==> src/rtl/trig_lut_seq.sv <==
// trig_lut_seq: sequential sine/cosine lookup for the cube-rotation datapath.
// Latches CHANNELS angles (whole degrees), issues one channel per cycle into a
// 3-stage pipeline (mod 360 -> quadrant fold -> quarter-table read + negate) and
// returns signed results scaled to +/-100 with a one-cycle done pulse.
// Optional feature macro: TRIG_COS_EN (cos path present when defined; otherwise
// cos_out is tied to zero).
module trig_lut_seq #(
  parameter int CHANNELS = 3,
  parameter int ANGLE_W  = 10,
  parameter int OUT_W    = 8
) (
  input  logic                        clk,
  input  logic                        rst_n,
  input  logic                        start,
  input  logic [CHANNELS*ANGLE_W-1:0] angle_in,
  output logic                        busy,
  output logic                        done,
  output logic [CHANNELS*OUT_W-1:0]   sin_out,
  output logic [CHANNELS*OUT_W-1:0]   cos_out
);

  localparam int CW = (CHANNELS > 1) ? $clog2(CHANNELS) : 1;

  typedef enum logic {IDLE = 1'b0, RUN = 1'b1} state_t;

  state_t                      state_q, state_d;
  logic [CHANNELS*ANGLE_W-1:0] angles_q, angles_d;
  logic                        issue_q, issue_d;
  logic [CW-1:0]               cnt_q, cnt_d;
  logic                        s1_v_q, s1_v_d;
  logic [CW-1:0]               s1_ch_q, s1_ch_d;
  logic [8:0]                  s1_a_q, s1_a_d;
  logic                        s2_v_q, s2_v_d;
  logic [CW-1:0]               s2_ch_q, s2_ch_d;
  logic [6:0]                  s2_sidx_q, s2_sidx_d;
  logic                        s2_sneg_q, s2_sneg_d;
  logic                        done_q, done_d;
  logic [CHANNELS*OUT_W-1:0]   sin_q, sin_d;
  logic [ANGLE_W-1:0]          ang_sel_s;
`ifdef TRIG_COS_EN
  logic [6:0]                  s2_cidx_q, s2_cidx_d;
  logic                        s2_cneg_q, s2_cneg_d;
  logic [CHANNELS*OUT_W-1:0]   cos_q, cos_d;
`endif

  // Reduce any ANGLE_W-bit angle (<= 4095) modulo 360 by restoring subtraction.
  function automatic logic [8:0] mod360(input logic [ANGLE_W-1:0] ang);
    logic [12:0] x;
    x = 13'(ang);
    if (x >= 13'd2880) x = x - 13'd2880; else x = x;
    if (x >= 13'd1440) x = x - 13'd1440; else x = x;
    if (x >= 13'd720)  x = x - 13'd720;  else x = x;
    if (x >= 13'd360)  x = x - 13'd360;  else x = x;
    return x[8:0];
  endfunction

  // Fold a reduced angle onto the quarter table: {negate, index}.
  function automatic logic [7:0] fold(input logic [8:0] a);
    logic [7:0] r;
    if (a <= 9'd90)       r = {1'b0, 7'(a)};
    else if (a <= 9'd180) r = {1'b0, 7'(9'd180 - a)};
    else if (a <= 9'd270) r = {1'b1, 7'(a - 9'd180)};
    else                  r = {1'b1, 7'(9'd360 - a)};
    return r;
  endfunction

  // Quarter-wave table: round(100*sin(k deg)), half away from zero.
  function automatic logic [6:0] tbl(input logic [6:0] k);
    logic [6:0] t;
    case (k)
      7'd0: t = 7'd0;   7'd1: t = 7'd2;   7'd2: t = 7'd3;   7'd3: t = 7'd5;   7'd4: t = 7'd7;   7'd5: t = 7'd9;
      7'd6: t = 7'd10;  7'd7: t = 7'd12;  7'd8: t = 7'd14;  7'd9: t = 7'd16;  7'd10: t = 7'd17; 7'd11: t = 7'd19;
      7'd12: t = 7'd21; 7'd13: t = 7'd22; 7'd14: t = 7'd24; 7'd15: t = 7'd26; 7'd16: t = 7'd28; 7'd17: t = 7'd29;
      7'd18: t = 7'd31; 7'd19: t = 7'd33; 7'd20: t = 7'd34; 7'd21: t = 7'd36; 7'd22: t = 7'd37; 7'd23: t = 7'd39;
      7'd24: t = 7'd41; 7'd25: t = 7'd42; 7'd26: t = 7'd44; 7'd27: t = 7'd45; 7'd28: t = 7'd47; 7'd29: t = 7'd48;
      7'd30: t = 7'd50; 7'd31: t = 7'd52; 7'd32: t = 7'd53; 7'd33: t = 7'd54; 7'd34: t = 7'd56; 7'd35: t = 7'd57;
      7'd36: t = 7'd59; 7'd37: t = 7'd60; 7'd38: t = 7'd62; 7'd39: t = 7'd63; 7'd40: t = 7'd64; 7'd41: t = 7'd66;
      7'd42: t = 7'd67; 7'd43: t = 7'd68; 7'd44: t = 7'd69; 7'd45: t = 7'd71; 7'd46: t = 7'd72; 7'd47: t = 7'd73;
      7'd48: t = 7'd74; 7'd49: t = 7'd75; 7'd50: t = 7'd77; 7'd51: t = 7'd78; 7'd52: t = 7'd79; 7'd53: t = 7'd80;
      7'd54: t = 7'd81; 7'd55: t = 7'd82; 7'd56: t = 7'd83; 7'd57: t = 7'd84; 7'd58: t = 7'd85; 7'd59: t = 7'd86;
      7'd60: t = 7'd87; 7'd61: t = 7'd87; 7'd62: t = 7'd88; 7'd63: t = 7'd89; 7'd64: t = 7'd90; 7'd65: t = 7'd91;
      7'd66: t = 7'd91; 7'd67: t = 7'd92; 7'd68: t = 7'd93; 7'd69: t = 7'd93; 7'd70: t = 7'd94; 7'd71: t = 7'd95;
      7'd72: t = 7'd95; 7'd73: t = 7'd96; 7'd74: t = 7'd96; 7'd75: t = 7'd97; 7'd76: t = 7'd97; 7'd77: t = 7'd97;
      7'd78: t = 7'd98; 7'd79: t = 7'd98; 7'd80: t = 7'd98; 7'd81: t = 7'd99; 7'd82: t = 7'd99; 7'd83: t = 7'd99;
      7'd84: t = 7'd99; 7'd85: t = 7'd100; 7'd86: t = 7'd100; 7'd87: t = 7'd100; 7'd88: t = 7'd100;
      7'd89: t = 7'd100; 7'd90: t = 7'd100;
      default: t = 7'd0;
    endcase
    return t;
  endfunction

  // Table read plus optional two's-complement negation (negating 0 yields 0).
  function automatic logic [OUT_W-1:0] signed_val(input logic [6:0] idx, input logic neg);
    logic [OUT_W-1:0] m;
    m = OUT_W'(tbl(idx));
    return neg ? (~m + 1'b1) : m;
  endfunction

  // State and pipeline registers with synchronous active-low reset.
  always_ff @(posedge clk) begin
    if (!rst_n) begin
      state_q   <= IDLE;
      angles_q  <= '0;
      issue_q   <= 1'b0;
      cnt_q     <= '0;
      s1_v_q    <= 1'b0;
      s1_ch_q   <= '0;
      s1_a_q    <= 9'd0;
      s2_v_q    <= 1'b0;
      s2_ch_q   <= '0;
      s2_sidx_q <= 7'd0;
      s2_sneg_q <= 1'b0;
      done_q    <= 1'b0;
      sin_q     <= '0;
`ifdef TRIG_COS_EN
      s2_cidx_q <= 7'd0;
      s2_cneg_q <= 1'b0;
      cos_q     <= '0;
`endif
    end else begin
      state_q   <= state_d;
      angles_q  <= angles_d;
      issue_q   <= issue_d;
      cnt_q     <= cnt_d;
      s1_v_q    <= s1_v_d;
      s1_ch_q   <= s1_ch_d;
      s1_a_q    <= s1_a_d;
      s2_v_q    <= s2_v_d;
      s2_ch_q   <= s2_ch_d;
      s2_sidx_q <= s2_sidx_d;
      s2_sneg_q <= s2_sneg_d;
      done_q    <= done_d;
      sin_q     <= sin_d;
`ifdef TRIG_COS_EN
      s2_cidx_q <= s2_cidx_d;
      s2_cneg_q <= s2_cneg_d;
      cos_q     <= cos_d;
`endif
    end
  end

  // Next-state: accept, issue counter, three pipeline stages and done/idle return.
  always_comb begin
    state_d  = state_q;
    angles_d = angles_q;
    issue_d  = issue_q;
    cnt_d    = cnt_q;
    done_d   = 1'b0;
    sin_d    = sin_q;
    ang_sel_s = '0;
    for (int i = 0; i < CHANNELS; i++) begin
      ang_sel_s = (cnt_q == CW'(i)) ? angles_q[i*ANGLE_W +: ANGLE_W] : ang_sel_s;
    end
    // Stage 1: reduce the issued channel's angle.
    s1_v_d  = issue_q;
    s1_ch_d = cnt_q;
    s1_a_d  = mod360(ang_sel_s);
    // Stage 2: fold onto the quarter table.
    s2_v_d  = s1_v_q;
    s2_ch_d = s1_ch_q;
    {s2_sneg_d, s2_sidx_d} = fold(s1_a_q);
`ifdef TRIG_COS_EN
    cos_d = cos_q;
    if ((10'(s1_a_q) + 10'd90) >= 10'd360) begin
      {s2_cneg_d, s2_cidx_d} = fold(9'(10'(s1_a_q) + 10'd90 - 10'd360));
    end else begin
      {s2_cneg_d, s2_cidx_d} = fold(9'(10'(s1_a_q) + 10'd90));
    end
`endif
    // Stage 3: table read, negate, write the channel slot.
    for (int i = 0; i < CHANNELS; i++) begin
      if (s2_v_q && (s2_ch_q == CW'(i))) begin
        sin_d[i*OUT_W +: OUT_W] = signed_val(s2_sidx_q, s2_sneg_q);
`ifdef TRIG_COS_EN
        cos_d[i*OUT_W +: OUT_W] = signed_val(s2_cidx_q, s2_cneg_q);
`endif
      end else begin
        sin_d[i*OUT_W +: OUT_W] = sin_q[i*OUT_W +: OUT_W];
      end
    end
    // Issue one channel per cycle; stop after the last one.
    if (issue_q) begin
      if (cnt_q == CW'(CHANNELS - 1)) begin
        issue_d = 1'b0;
        cnt_d   = '0;
      end else begin
        cnt_d = cnt_q + 1'b1;
      end
    end else begin
      cnt_d = cnt_q;
    end
    // Writing the last channel ends the request.
    if (s2_v_q && (s2_ch_q == CW'(CHANNELS - 1))) begin
      state_d = IDLE;
      done_d  = 1'b1;
    end else begin
      done_d  = 1'b0;
    end
    // Accept only while idle; busy requests ignore start.
    case (state_q)
      IDLE: begin
        if (start) begin
          state_d  = RUN;
          angles_d = angle_in;
          issue_d  = 1'b1;
          cnt_d    = '0;
        end else begin
          state_d  = state_d;
        end
      end
      RUN:     state_d = state_d;
      default: state_d = IDLE;
    endcase
  end

  assign busy    = (state_q == RUN);
  assign done    = done_q;
  assign sin_out = sin_q;
`ifdef TRIG_COS_EN
  assign cos_out = cos_q;
`else
  assign cos_out = '0;
`endif

endmodule
==> config.mk <==
export PLATFORM = sky130hd
export DESIGN_NAME = trig_lut_seq
export DESIGN_NICKNAME = d
export VERILOG_FILES = /design/src/rtl/trig_lut_seq.sv
export SDC_FILE = /design/constraint.sdc
export NUM_CORES = 1
export LEC_CHECK = 0
export BUFFER_PORTS_ARGS = -buffer_cell sky130_fd_sc_hd__buf_2
export CAP_MARGIN = 20
export CELL_PAD_IN_SITES_DETAIL_PLACEMENT = 1
export CELL_PAD_IN_SITES_GLOBAL_PLACEMENT = 2
export CORE_MARGIN = 10
export CORE_UTILIZATION = 33
export CTS_CLUSTER_DIAMETER = 80
export CTS_CLUSTER_SIZE = 30
export DETAILED_ROUTE_END_ITERATION = 8
export HOLD_SLACK_MARGIN = 0.12
export PLACE_DENSITY_LB_ADDON = 0.05
export REMOVE_ABC_BUFFERS = 1
export SYNTH_ARGS = -nofsm -noshare
export SYNTH_HDL_FRONTEND = slang
export SYNTH_SLANG_ARGS = --single-unit
==> constraint.sdc <==
create_clock -name clk -period 3.9 [get_ports clk]
set_input_delay 0.195 -clock clk [delete_from_list [all_inputs] [get_ports clk]]
set_output_delay 0.195 -clock clk [all_outputs]
set_load 0.01 [all_outputs]
Yosys cells after proc, flatten, opt, wreduce, memory -nomap -nowiden
Memories as Yosys holds them, arrays and structs flattened. A register that Yosys moved wholly into a read port is not among the register bits.
Index checks and enable logic that the tools add are counted.
W data, S select, Z words.
- flip-flop bits (word level): 75
- latch bits: 0
- memory bits (writable): 0
- memory bits (read-only): 2688
- bits of input ports: 33
- output and inout bits: 50
- word-level logic and storage cells: 79
- memories: 3
- add/subtract/negate cells: 10
- multiply operators: 0
- divide/modulo/power cells: 0
- magnitude comparators: 6
- equal/unequal tests: 4
- shifts and indexed selects: 0
- muxes and demuxes: 30
- bitwise logic cells: 5
- reduce and logical (&&, ||, !) cells: 7
- memory list (name ; depth ; bits a word ; read ports ; clocked after memory_dff ; write ports ; line ; source):
    (name not given) ; 128 ; 7 ; 1 ; 1 ; 0 ; 70 ; case (k)
    (name not given) ; 128 ; 7 ; 1 ; 1 ; 0 ; 70 ;
    (name not given) ; 128 ; 7 ; 1 ; 1 ; 0 ; 70 ;
- operator list (cell ; count):
    $mux W7 ; 9
    $mux W10 ; 3
    $mux W13 ; 2
    $add A8 B1 Y8 const B ; 3
    $mux W8 ; 3
    $not A7 Y8 ; 3
    $ge A13 B10 Y1 const B ; 1
    $ge A13 B9 Y1 const B ; 1
    $sub A13 B10 Y13 const B ; 1
    $sub A10 B11 Y12 const B ; 1
    $ge A10 B11 Y1 const B ; 1
    $le A9 B7 Y1 const B ; 1
    $le A9 B8 Y1 const B ; 1
    $le A9 B9 Y1 const B ; 1
    $mux W9 ; 1
    $sub A9 B9 Y9 const B ; 1
    $mux W2 ; 4
    $mux W1 ; 7
    $sub A6 B7 Y7 const A ; 1
    $sub A7 B6 Y7 const B ; 1
    $sub A7 B7 Y7 const A ; 1
    $eq A2 B1 Y1 const B ; 2
    $eq A2 B2 Y1 const B ; 2
    $logic_not A2 Y1 ; 2
    other kinds (6) ; 9

Depth between registers and ports, before layout
- depth in word-level cells: 10
- depth in mapped cells: 15
- depth with buffers taken out: 14

Worst setup path before layout
No wires, ideal clock.
- path kind: register -> register
- start: register s1_a_q[3]
- end: register (tool-made name)
- setup time: 79 ps
- arrival: 3195 ps
- data required time: 3821 ps
- setup slack: 626 ps
- cell stages (with the launch flop): 13
- path buffers: 2
- period minus slack after synthesis: 3274 ps
- cells stage by stage: dfxtp_1 -> clkbuf_1 -> or4b_2 -> o22ai_1 -> a311o_1 -> mux2i_4 -> inv_1 -> ha_1 -> clkbuf_1 -> inv_1 -> a22o_1 -> o32a_1 -> o211ai_1
- RTL lines (item ; line ; source):
    start, declared ; 32 ; logic [8:0] s1_a_q, s1_a_d;
    start signal, assigned ; 108 ; s1_a_q <= 9'd0;
    start signal, assigned ; 127 ; s1_a_q <= s1_a_d;

==> qor.yml <==
logic_synthesis:
  yosysSeqAreaShare_pct: 32.9
  ys_types: 81
  synth_ff_type: "dfxtp_1"
  synth_edf_count: 0
  syn_avg_cell_area_um2: 7.90
  syn_area_um2: 4990
  yosys_register_bits: 82
  yosysWarnings: 0
  synth-async-reset-ratio_pct: 0
  synth_cells: 632
floorplan:
  dieHeight_um: 143
  start_util_pct: 33.9
  rows: 44
  core_area_um2: 14700
  die_x_um: 143
  die_area_um2: 20400
  io_pins: 83
job:
  max_cap_viol_count: 0
sta:
  rsz0062_at_grt: "no"
  finalMaxSlewViolations: 0
  fin_hold_ws_ns: 0.123
  skew_ns: 0.0110
  relSlewSlack_pct: 33.2
  period_share_pct: 92.2
  fmax_mhz: 278
  tightest_slew_ns: 0.998
  timing.setup.tns_ns: 0
  setup_violations: 0
  finalCriticalPeriod_ns: 3.59
  timing_hold_violations_final: 0
cts:
  post_cts_resized: 0
  cts_buffer_depth: 2
  cts_tree: "built"
  postCtsSetupRepairBufs: 0
  cts_made_buffers: 9
  root_buffer: "clkbuf_16"
  clk_pin_slew_ns: 0.06
  insertion_delay_ns: 0.34
  htreeDepth: 3
  clock_sinks: 82
  cts_hold_buf: 27
power:
  peakVddDrop_uv: 200
  seq_power_share_pct: 41.8
  leakagePower_nw: 2.27
  p_sw_w: 0.000722
  power_frac_clock_pct: 34.9
  power_density_nw_per_um2: 383
  internal_power_w: 0.00153
  swShare_pct: 32.1
  p_comb_share_pct: 23.2
worst_setup_path:
  arrival_ns: 3.80
  r2r-start: "s1_a_q[6]$_SDFF_PN0_"
  critPathKind: "reg -> reg"
  cpMaxStageDelayCell: "or4b_2"
  path_cells: "or4b_2, o22ai_1, a311o_1, mux2i_4, inv_1, ha_1, inv_1, o31ai_1, a211oi_1, a22oi_1, o211ai_1"
  cpPeakStageDelay_ns: 0.70
  crit_top_cell: "inv_1"
  critPathBufInv: 2
  crit_family: "compound AO/OA/AOI/OAI gates"
  critPathCaptureType: "register"
  startpoint: "s1_a_q[6]$_SDFF_PN0_"
  crit_path_start_kind: "register"
  worstPathRequired_ns: 4.11
  path_max_fanout: 12
routing:
  drcViolationCount: 0
  num_vias: 4713
  wire_per_inst_um: 17.3
  first_iter_violations: 229
  firstDrtPassIters: 4
  viasPerCell: 5.33
  antenna_left: 0
  wl_um: 15300
cells_and_area:
  final_cell_mix: "99 x nand2_1, 82 x dfxtp_1, 63 x a21oi_1"
  fill_cells: 1785
  layout_commonest_cell: "nand2_1"
  diodes: 0
  fin_nets: 745
  drive_above_1_share_pct: 15.7
  area_growth_pct: 17.7
hold_path:
  min_from: "angle_in[16]"
  min_path_type: "in -> reg"
placement:
  io_buffers: 58
  hpwl_um: 11100
  gp_congestion: 0.891
status:
  status: "finished, final reports clean"
global_routing:
  grt_pass1_vias: 4978
  overflow: 0
  antenna_found_initial: 0
  grt_pass1_wl_um: 25500
  track_usage_pct: 15.2
  grt_max_degree: 68
==> tightest hold or removal path, cell delays in order <==
cell,delay [ns]
buf_2,0.10
nand2_1,0.06
a21oi_1,0.05
==> final timing paths <==
| check | slack (ns) | end | cells after the start |
|---|---|---|---|
| max | 0.31 | register | 11 |
| min | 0.12 | angles_q[16]$_SDFFE_PN0P_ | 3 |
| max reg2reg | 0.31 | register | 11 |
| min reg2reg | 0.44 | s2_v_q$_SDFF_PN0_ | 1 |
==> flip-flops by register name, summed over array words and instances (netlist names), named ones only <==
name / cells
s1_a_q: 9
angles_q: 30
sin_out: 24
cnt_q: 2
s2_v_q: 1
s1_ch_q: 2
done: 1
s2_sneg_q: 1
s2_ch_q: 2
issue_q: 1
busy: 1
s1_v_q: 1
==> power groups by stage <==
stage | sequential (W) | clock, W | combinational, W
after floorplan | 0.000948 | 0 | 0.000346
after global placement | 0.000959 | 0 | 0.000492
after detailed placement | 0.000961 | 0 | 0.000498
after CTS | 0.000942 | 0.000816 | 0.000522
after global routing | 0.000950 | 0.000854 | 0.000583
final | 0.000940 | 0.000785 | 0.000522
==> cell families (layout without fill, tap and decap cells) <==
family / Yosys count / after routing / share of synthesized area, %
DFF: 82 / 82 / 32.9
xor gates and xnor gates: 12 / 12 / 2.11
adders and majority gates: 17 / 17 / 4.21
and+or+nand+nor: 217 / 217 / 19.7
AOI/OAI and AO/OA: 190 / 190 / 26.4
muxes: 26 / 26 / 5.54
buffers and inverters: 87 / 133 / 9.03
other: 1 / 24 / 0.0752
==> metrics by stage <==
step | cell area, um^2 | total power [W] | util (%) | worst slack, ns | cells
final | 5870 | 0.00225 | 39.9 | 0.305 | 885
after detailed placement | 5320 | 0.00146 | 36.2 | 0.410 | 842
after floorplan | 4700 | 0.00129 | - | 0.829 | 587
after global placement | 5320 | 0.00145 | 36.2 | 0.474 | 842
after global routing | 5870 | 0.00239 | 39.9 | 0.0759 | 885
after CTS | 5870 | 0.00228 | 39.9 | 0.366 | 885
==> cells in the mapped netlist, types with 14 or more instances <==
cell	count	area share, %
a211oi_1	23	3.5
nand2_1	99	7.4
inv_1	17	1.3
clkbuf_1	21	1.6
a21oi_1	63	6.3
ha_1	16	4.0
nor2_1	58	4.4
buf_4	26	3.9
mux2i_1	22	4.4
dfxtp_1	82	33
o21ai_0	19	1.9
buf_2	14	1.4
==> area by class of cell <==
class / count / area [um^2] / share of cell area, %
Clock inverter: 7 / 53.8 / 0.916
Timing Repair Buffer: 98 / 658 / 11.2
Clock buffer: 9 / 225 / 3.84
Inverter: 19 / 71.3 / 1.21
Sequential cell: 82 / 1640 / 28.0
Tap cell: 184 / 230 / 3.92
Multi-Input combinational cell: 486 / 2990 / 50.9
==> metal layers <==
layer	up-vias	GRT usage [%]	part of all wire, %
met1	2284	18.3	45
met4	0	3.47	1.2
met2	85	26.9	49
met5	-	0	0
met3	18	3.38	4.3
li1	2326	-	-
Power figures use the tool's default switching activity.
